[config.mk]
export PLATFORM = sky130hd
export DESIGN_NAME = step_pattern_player_flat
export DESIGN_NICKNAME = d
export VERILOG_FILES = /design/src/rtl/beat_seq_pkg.sv /design/src/rtl/step_pattern_player_if.sv /design/src/rtl/trig_pulse_gen.sv /design/src/rtl/step_pattern_player.sv /design/src/flat_wrapper.sv
export SDC_FILE = /design/constraint.sdc
export NUM_CORES = 1
export LEC_CHECK = 0
export ABC_AREA = 0
export CORE_MARGIN = 2
export CORE_UTILIZATION = 45
export CTS_CLUSTER_SIZE = 12
export DETAILED_ROUTE_END_ITERATION = 6
export PLACE_DENSITY_LB_ADDON = 0.15
export SETUP_SLACK_MARGIN = 0.05
export SKIP_CTS_REPAIR_TIMING = 1
export SLEW_MARGIN = 30
export SYNTH_ARGS = -nofsm -noshare
export SYNTH_HDL_FRONTEND = slang
export SYNTH_SLANG_ARGS = --single-unit
export TNS_END_PERCENT = 10
[constraint.sdc]
create_clock -name clk -period 4 [get_ports clk]
set_input_delay 0.8 -clock clk [delete_from_list [all_inputs] [get_ports clk]]
set_output_delay 0.8 -clock clk [all_outputs]
set_load 0.02 [all_outputs]
[src/rtl/beat_seq_pkg.sv]
// Shared types and constants for the step sequencer pattern player.
// Optional macro BEAT_SEQ_PRESET_PATTERN_EN selects DEFAULT_PATTERN as the reset pattern.
package beat_seq_pkg;

  localparam int unsigned STEP_W     = 4;
  localparam int unsigned NUM_STEPS  = 1 << STEP_W;
  localparam int unsigned NUM_TRACKS = 4;
  localparam int unsigned TRACK_W    = 2;

  typedef logic [STEP_W-1:0]                 step_idx_t;
  typedef logic [TRACK_W-1:0]                track_idx_t;
  typedef logic [NUM_STEPS-1:0]              pattern_row_t;
  typedef pattern_row_t [NUM_TRACKS-1:0]     pattern_t;

  typedef enum logic {
    STOPPED = 1'b0,
    PLAYING = 1'b1
  } play_state_t;

  // Row 0 is the least significant 16 bits: track0 {0,8}, track1 {4,12}, track2 even, track3 off.
  localparam pattern_t DEFAULT_PATTERN = {16'h0000, 16'h5555, 16'h1010, 16'h0101};

endpackage

[src/rtl/step_pattern_player_if.sv]
// Step bus, edit port and LED taps of the pattern player.
// master: sequencer/debouncer side; slave: the player itself.
interface step_pattern_player_if;
  import beat_seq_pkg::*;

  logic                  run;
  step_idx_t             step;
  logic [NUM_TRACKS-1:0] mute;
  track_idx_t            edit_track;
  step_idx_t             edit_step;
  logic                  edit_toggle;
  logic [NUM_TRACKS-1:0] trig;
  logic                  step_strobe;
  step_idx_t             cur_step;
  logic [NUM_TRACKS-1:0] step_column;
  pattern_row_t          edit_row;

  modport master (
    output run, step, mute, edit_track, edit_step, edit_toggle,
    input  trig, step_strobe, cur_step, step_column, edit_row
  );

  modport slave (
    input  run, step, mute, edit_track, edit_step, edit_toggle,
    output trig, step_strobe, cur_step, step_column, edit_row
  );

endinterface

[src/rtl/trig_pulse_gen.sv]
// Fixed-width trigger pulse; a fire while the pulse is high restarts the full width.
module trig_pulse_gen #(
  parameter int unsigned TRIG_CYCLES = 250000,
  parameter int unsigned TRIG_CNT_W  = 18
) (
  input  logic clk,
  input  logic reset,
  input  logic fire,
  output logic pulse
);

  logic [TRIG_CNT_W-1:0] r_cnt;

  // Load on fire, otherwise count down to zero.
  always_ff @(posedge clk) begin
    if (reset) begin
      r_cnt <= '0;
    end else if (fire) begin
      r_cnt <= TRIG_CNT_W'(TRIG_CYCLES);
    end else if (r_cnt != '0) begin
      r_cnt <= r_cnt - 1'b1;
    end
  end

  assign pulse = (r_cnt != '0);

endmodule

[src/rtl/step_pattern_player.sv]
// Plays a NUM_TRACKS x NUM_STEPS on/off pattern against the incoming step index.
// Optional macro BEAT_SEQ_PRESET_PATTERN_EN: reset loads DEFAULT_PATTERN instead of zeros.
module step_pattern_player import beat_seq_pkg::*; #(
  parameter int unsigned TRIG_CYCLES = 250000,
  parameter int unsigned TRIG_CNT_W  = 18
) (
  input logic                   clk,
  input logic                   reset,
  step_pattern_player_if.slave  bus
);

`ifdef BEAT_SEQ_PRESET_PATTERN_EN
  localparam pattern_t RESET_PATTERN = DEFAULT_PATTERN;
`else
  localparam pattern_t RESET_PATTERN = '0;
`endif

  play_state_t           r_state;
  play_state_t           w_state_next;
  pattern_t              r_pattern;
  step_idx_t             r_prev_step;
  step_idx_t             r_cur_step;
  logic                  r_strobe;
  logic                  w_fire;
  logic                  w_edit_ok;
  logic [NUM_TRACKS-1:0] w_fire_trk;
  logic [NUM_TRACKS-1:0] w_trig;
  logic [NUM_TRACKS-1:0] w_step_column;

  // Play FSM: starting playback fires the current step; while playing, any step change fires.
  always_comb begin
    w_state_next = r_state;
    w_fire       = 1'b0;
    case (r_state)
      STOPPED: begin
        if (bus.run) begin
          w_state_next = PLAYING;
          w_fire       = 1'b1;
        end
      end
      PLAYING: begin
        if (!bus.run) begin
          w_state_next = STOPPED;
        end else if (bus.step != r_prev_step) begin
          w_fire = 1'b1;
        end
      end
      default: w_state_next = STOPPED;
    endcase
  end

  // Per-track fire: active cell at the sampled step, track not muted (pre-toggle pattern).
  always_comb begin
    w_fire_trk = '0;
    for (int t = 0; t < NUM_TRACKS; t++) begin
      w_fire_trk[t] = w_fire & r_pattern[t][bus.step] & ~bus.mute[t];
    end
  end

  assign w_edit_ok = (32'(bus.edit_track) < NUM_TRACKS);

  // FSM state, step history and strobe.
  always_ff @(posedge clk) begin
    if (reset) begin
      r_state     <= STOPPED;
      r_prev_step <= '0;
      r_cur_step  <= '0;
      r_strobe    <= 1'b0;
    end else begin
      r_state     <= w_state_next;
      r_prev_step <= bus.step;
      r_strobe    <= w_fire;
      if (w_fire) begin
        r_cur_step <= bus.step;
      end
    end
  end

  // Pattern storage with single-cell toggle edits.
  always_ff @(posedge clk) begin
    if (reset) begin
      r_pattern <= RESET_PATTERN;
    end else if (bus.edit_toggle && w_edit_ok) begin
      r_pattern[bus.edit_track][bus.edit_step] <= ~r_pattern[bus.edit_track][bus.edit_step];
    end
  end

  for (genvar g = 0; g < NUM_TRACKS; g++) begin : g_trig
    trig_pulse_gen #(
      .TRIG_CYCLES (TRIG_CYCLES),
      .TRIG_CNT_W  (TRIG_CNT_W)
    ) u_trig_pulse_gen (
      .clk   (clk),
      .reset (reset),
      .fire  (w_fire_trk[g]),
      .pulse (w_trig[g])
    );
  end

  // LED column follows the live pattern at the last played step.
  always_comb begin
    w_step_column = '0;
    for (int t = 0; t < NUM_TRACKS; t++) begin
      w_step_column[t] = r_pattern[t][r_cur_step];
    end
  end

  assign bus.trig        = w_trig;
  assign bus.step_strobe = r_strobe;
  assign bus.cur_step    = r_cur_step;
  assign bus.step_column = w_step_column;
  assign bus.edit_row    = w_edit_ok ? r_pattern[bus.edit_track] : '0;

endmodule

[src/flat_wrapper.sv]
// flat-port wrapper written by rule: the top's interface ports become plain ports
module step_pattern_player_flat import beat_seq_pkg::*;
#(
  parameter int unsigned TRIG_CYCLES = 250000,
  parameter int unsigned TRIG_CNT_W  = 18
)
  (clk, reset, bus_run, bus_step, bus_mute, bus_edit_track, bus_edit_step, bus_edit_toggle, bus_trig, bus_step_strobe, bus_cur_step, bus_step_column, bus_edit_row);
  step_pattern_player_if bus_i ();
  input logic clk;
  input logic reset;
  input wire logic [$bits(bus_i.run)-1:0] bus_run;
  input wire logic [$bits(bus_i.step)-1:0] bus_step;
  input wire logic [$bits(bus_i.mute)-1:0] bus_mute;
  input wire logic [$bits(bus_i.edit_track)-1:0] bus_edit_track;
  input wire logic [$bits(bus_i.edit_step)-1:0] bus_edit_step;
  input wire logic [$bits(bus_i.edit_toggle)-1:0] bus_edit_toggle;
  output wire logic [$bits(bus_i.trig)-1:0] bus_trig;
  output wire logic [$bits(bus_i.step_strobe)-1:0] bus_step_strobe;
  output wire logic [$bits(bus_i.cur_step)-1:0] bus_cur_step;
  output wire logic [$bits(bus_i.step_column)-1:0] bus_step_column;
  output wire logic [$bits(bus_i.edit_row)-1:0] bus_edit_row;
  assign bus_i.run = bus_run;
  assign bus_i.step = bus_step;
  assign bus_i.mute = bus_mute;
  assign bus_i.edit_track = bus_edit_track;
  assign bus_i.edit_step = bus_edit_step;
  assign bus_i.edit_toggle = bus_edit_toggle;
  assign bus_trig = bus_i.trig;
  assign bus_step_strobe = bus_i.step_strobe;
  assign bus_cur_step = bus_i.cur_step;
  assign bus_step_column = bus_i.step_column;
  assign bus_edit_row = bus_i.edit_row;
  step_pattern_player #(.TRIG_CYCLES(TRIG_CYCLES), .TRIG_CNT_W(TRIG_CNT_W)) u_core (.clk(clk), .reset(reset), .bus(bus_i));
endmodule
==> impl_metrics.tcl <==
set metrics [dict create \
    outcome "completed" \
    synth_edf_count 0 \
    cts.htree.levels 4 \
    coreArea_sq_um 17400 \
    io_buffers 46 \
    die_h_um 138 \
    startpoint_type "flip-flop" \
    cp_slowest_cell "nor4_2" \
    hp-class "flip-flop to flip-flop" \
    routed_wl_mm 21.1 \
    final_antenna_net_count 0 \
    worstMarginPinSlew_ns 0.887 \
    antenna_found_initial 0 \
    setup_viol_count_final 0 \
    cts_root_buf "clkbuf_16" \
    numCtsBuffers 17 \
    vias 6794 \
    seq_area_frac_synth_pct 36.4 \
    finalMaxSlewViolations 0 \
    vdd_drop_max_mv 0.534 \
    dr.pass1.iters 5 \
    slew_headroom_pct 40.7 \
    drc 0 \
    antenna_cells 0 \
    final_common_cell "nor2_1" \
    synth_cell_types 60 \
    cts_buffer_depth 2 \
    final_util_pct 53.3 \
    die-area_sq_um 18900 \
    vias_per_cell 5.77 \
    async_flop_share_pct 0 \
    hpwl_mm 15.0 \
    crit_path_cell_trace "nor4_1, nand3_1, nor4_2, inv_2, clkdlybuf4s50_1" \
    drive_above_1_share_pct 11.8 \
    ioPinCount 47 \
    syn_nets 942 \
    die_w_um 138 \
    worstSetupPathType "flip-flop to primary output" \
    grt_pass1_vias 6221 \
    synth.yosys.warnings 0 \
    met1_usage_pct 33.5 \
    post-route-min-period_ns 3.63 \
    grtUsageMet3_pct 6.73 \
    initial_utilization_pct 46.2 \
    cts_tree "done" \
    syn_to_final_growth_pct 15.2 \
    clkSinkCount 146 \
    worstSetupEndpointType "primary output" \
    overflow 0 \
    num-nets-final 964 \
    setup_tns_ns 0 \
    grt_max_degree 57 \
    p_leak_nw 3.24 \
    finalHoldViolCount 0 \
    final_cell_mix "nor2_1, dfxtp_1, a211oi_1" \
    skew_ns 0.00541 \
    worstPathArrival_ns 2.83 \
    clk_pin_slew_ns 0.06 \
    drv_cap 0 \
    grt_setup_unrepaired "false" \
    routabilityCongestion 0.900 \
    num_rows 48 \
    synth.ff_latch_count 146 \
    cp_max_fo 5 \
    grt_util_met2_pct 34.6 \
    synth_area_sq_um 8020 \
    cpPeakStageDelay_ns 0.58 \
    finalCritPeriodShare_pct 90.8 \
    grt.total_usage_pct 23.5 \
    synthCells 917 \
    fmax_mhz 275 \
    critPathRequiredTime_ns 3.20 \
    synthFlopType "dfxtp_1" \
    grt_pass1_wl_mm 33.9 \
    syn_area_per_cell_sq_um 8.75 \
    wire_per_inst_um 17.9 \
    drtIter0Drc 581 \
    top_usage_layer "met2" \
    p_per_area_nw_per_um2 670 \
    insertion_delay_ns 0.42 \
]
-- state kept, by name, indices dropped and copies added (netlist names) --
register / cells
u_core.r_pattern: 64
u_core.bus.step_strobe: 1
u_core.r_state: 1
u_core.bus.cur_step: 4
u_core.g_trig.u_trig_pulse_gen.r_cnt: 72
u_core.r_prev_step: 4
-- per-layer routing --
layer / wire length (um) / up-vias
met5: 0 / -
met4: 335 / 0
met3: 1460 / 36
met2: 9210 / 215
met1: 10100 / 3192
li1: - / 3351
-- synth_stat cells, types with 2 or more instances --
cell type | n | area (sq um)
buf_4 | 6 | 45.0
nand3b_1 | 8 | 60.1
or2_2 | 2 | 12.5
o22ai_1 | 7 | 43.8
ha_1 | 7 | 87.6
o31ai_1 | 9 | 67.6
or3_1 | 11 | 68.8
mux4_2 | 35 | 788
and2_1 | 2 | 12.5
a311oi_1 | 3 | 26.3
nor2_1 | 203 | 762
buf_2 | 12 | 60.1
mux2i_1 | 36 | 360
clkbuf_1 | 37 | 139
or4_1 | 3 | 22.5
xnor2_1 | 28 | 245
nor3b_1 | 3 | 22.5
inv_1 | 10 | 37.5
o21ai_0 | 8 | 40.0
nand4_1 | 7 | 43.8
nor3_1 | 21 | 105
dfxtp_1 | 146 | 2920
o21a_1 | 2 | 15.0
xor2_1 | 23 | 201
a31oi_1 | 5 | 31.3
and3_1 | 4 | 25.0
nand2_1 | 49 | 184
a21bo_2 | 2 | 20.0
buf_1 | 4 | 15.0
nand3_1 | 20 | 100
mux2_2 | 19 | 214
nor4_1 | 11 | 68.8
a21oi_1 | 53 | 265
a211oi_1 | 64 | 480
o21ai_1 | 8 | 40.0
nand2b_1 | 8 | 50.1
nor2b_1 | 15 | 93.8
nand4b_1 | 3 | 26.3
or2_1 | 2 | 12.5
-- power by group --
group,switching (W),internal (W)
logic,0.00136,0.00107
registers,0.000305,0.00179
clock network,0.000619,0.00105
-- stage by stage --
step	worst slack [ns]	power [W]	cells	hold WS [ns]	area, sq um
CTS	0.306	0.00622	1177	0.481	9250
global route	0.145	0.00662	1177	0.506	9250
global placement	0.568	0.00451	1145	0.466	8630
detailed placement	0.535	0.00453	1145	0.472	8630
finish	0.368	0.00619	1177	0.483	9250
floorplan	0.918	0.00402	917	0.453	8020
-- worst max-delay path: cells and delay by family, from the launching register on --
kind	cells	cell delay, ns
and+or+nand+nor	3	1.34
buffers and inverters	2	0.71
DFF	1	0.36
-- cell type report --
cell class                      instances  area, sq um
Sequential cell                       146         2920
Fill cell                            1590         8110
Multi-Input combinational cell        700         4790
Timing Repair Buffer                   63          593
Clock buffer                           24          492
Inverter                               11         41.3
Clock inverter                          8          125
Tap cell                              225          282
-- kinds of logic after synthesis --
logic type,synth area share [%]
buffers and inverters,3.88
xor gates and xnor gates,5.57
and+or+nand+nor,22.2
adders and majority gates,1.09
DFF,36.4
AOI/OAI and AO/OA,13.8
muxes,17.0
-- worst paths after layout --
path	from	endpoint	slack [ns]	depth (start not counted)
worst min register to register	u_core.g_trig[2].u_trig_pulse_gen.r_cnt[9]	u_core.g_trig[2].u_trig_pulse_gen.r_cnt[9]	0.48	2
worst max-delay path	u_core.g_trig[1].u_trig_pulse_gen.r_cnt[9]	bus_trig[1]	0.37	5
worst min-delay path	u_core.g_trig[2].u_trig_pulse_gen.r_cnt[9]	u_core.g_trig[2].u_trig_pulse_gen.r_cnt[9]	0.48	2
worst max register to register	u_core.r_pattern[51]	u_core.g_trig[3].u_trig_pulse_gen.r_cnt[5]	1.69	6
(Power assumes the default switching activity.)
==> variant: new RTL, same flow settings <==
`TRIG_CNT_W` is set to 18 in 3 places; all go to 9.
--- a/src/rtl/trig_pulse_gen.sv
+++ b/src/rtl/trig_pulse_gen.sv
@@ -3,3 +3,3 @@
   parameter int unsigned TRIG_CYCLES = 250000,
-  parameter int unsigned TRIG_CNT_W  = 18
+  parameter int unsigned TRIG_CNT_W  = 9
 ) (
--- a/src/rtl/step_pattern_player.sv
+++ b/src/rtl/step_pattern_player.sv
@@ -4,3 +4,3 @@
   parameter int unsigned TRIG_CYCLES = 250000,
-  parameter int unsigned TRIG_CNT_W  = 18
+  parameter int unsigned TRIG_CNT_W  = 9
 ) (
--- a/src/flat_wrapper.sv
+++ b/src/flat_wrapper.sv
@@ -4,3 +4,3 @@
   parameter int unsigned TRIG_CYCLES = 250000,
-  parameter int unsigned TRIG_CNT_W  = 18
+  parameter int unsigned TRIG_CNT_W  = 9
 )
Formal check against the unedited RTL: same outputs for any inputs over 4 cycles, from zero or initial values and one cycle with reset high; that may be too few to reach the edited logic, so the function may still have changed.
==> variant against the original RTL <==
Sequential cell count is 36 lower; routed wire length fell by 16%; maximum frequency is 2.6% higher; critical endpoint is now bus_trig[3]; synthesized area is 20% lower; sequential share of layout area fell by 1.4 points; setup slack better by 0.093 ns; cell area is 21% lower.
Power is not compared: it rests on default switching activity, and its combinational part moved more than twofold at a synthesized area within 25%.
==> variant: results (changes against the original RTL) <==
status=completed; largest net degree at the start of global routing=68 (+19%); cts bufs inserted=9 (-8); vias in the first global route=5075 (-18%); Seq/Total Area, Yosys=34.25% (-2.2 points); final worst setup slack=0.4611 ns (+0.09294 ns); Worst-Skew Late Latency=0.36 ns (-0.06 ns); Slew @ Worst Pin=0.7886 ns (-0.09820 ns); GR Util met3=5.489% (-1.2 points); sequential share of cell area=30.26% (-1.4 points); RD Place Congestion=0.9217 (+2.5%); Worst R2R Start=u_core.g_trig[3].u_trig_pulse_gen.r_cnt[0]; post-synthesis compound-gate area fraction=13.92% (+0.085 points); CP max FO=7 (+2); Buffers & Inverters on Critical Path=3 (+1); TritonRoute pass-1 iters=6 (+1); Cells on Worst Hold Path=1 (-1); met1 GRT Util=31.83% (-1.7 points); comb_multi_in=516 (-26%); slowest stage delay, CP=0.54 ns (-0.04 ns); Routed WL per cell=19.74 µm (+10%); DR WL met2=8.582 mm (-6.8%); placed cells=880 (-23%); layout net count=733 (-24%); syn nets=711 (-25%); r2r setup slk=1.66 ns (-0.03 ns); met2 usage=39.90% (+5.3 points); Critical-path top delay cell=clkdlybuf4s50_1; Placement Setup Slack=0.5594 ns (+0.02455 ns); footprint of the multi-input gates=3935 µm² (-18%); Worst Setup EP=bus_trig[3]; most frequent cells after synthesis=152 x nor2_1, 110 x dfxtp_1, 62 x a211oi_1; Routed WL=17.67 mm (-16%); library cells used by synthesis=57 (-5.0%); syn avg cell area=9.330 µm² (+6.6%); Worst Clk Skew=0.004243 ns (-0.001163 ns); FF-to-FF path depth=9 (+3); XOR/XNOR share of the synthesized area=3.134% (-2.4 points); Non-clock buffer share=8.202% (+1.8 points); met3 routed WL=1.143 mm (-22%); Regs by FF count=u_core.r_pattern x64, u_core.g_trig.u_trig_pulse_gen.r_cnt x36; layout cells sized above 1=11.75% (-0.016 points); Clock Buffer Count=12 (-50%); Hold Path End=u_core.g_trig[2].u_trig_pulse_gen.r_cnt[8]; clock network area share=3.800% (-2.9 points); top cells by area, synth=dfxtp_1 34%, nor2_1 8.9%, mux2i_1 8.1%; H-tree Lvls=3 (-1)
variant: power by group through the flow:
stage | Clock (µW) | Combinational [µW] | Sequential (µW)
6_report | 856 | 1070 | 1340
5_1_grt | 919 | 1190 | 1360
4_1_cts | 879 | 1070 | 1340
3_5_place_dp | 0 | 1060 | 1360
3_3_place_gp | 0 | 1030 | 1360
2_1_floorplan | 0 | 868 | 1340
variant: worst register-to-register path, stage by stage, from the launching register on:
cell and delay (ns):
dfxtp_1 0.33, inv_1 0.09, ha_1 0.19, or4b_1 0.51, or4_4 0.46, nor2_4 0.19, inv_2 0.08, and2_1 0.15
xnor2_1 0.15, nor3_1 0.06
variant: per-stage QoR:
stage | instance area [µm²] | power (µW) | util (%)
finish | 7277 | 3265 | 52.22
global route | 7277 | 3472 | 52.22
CTS | 7271 | 3289 | 52.18
detailed placement | 6994 | 2429 | 50.19
global placement | 6983 | 2389 | 50.11
floorplan | 6429 | 2208 | -
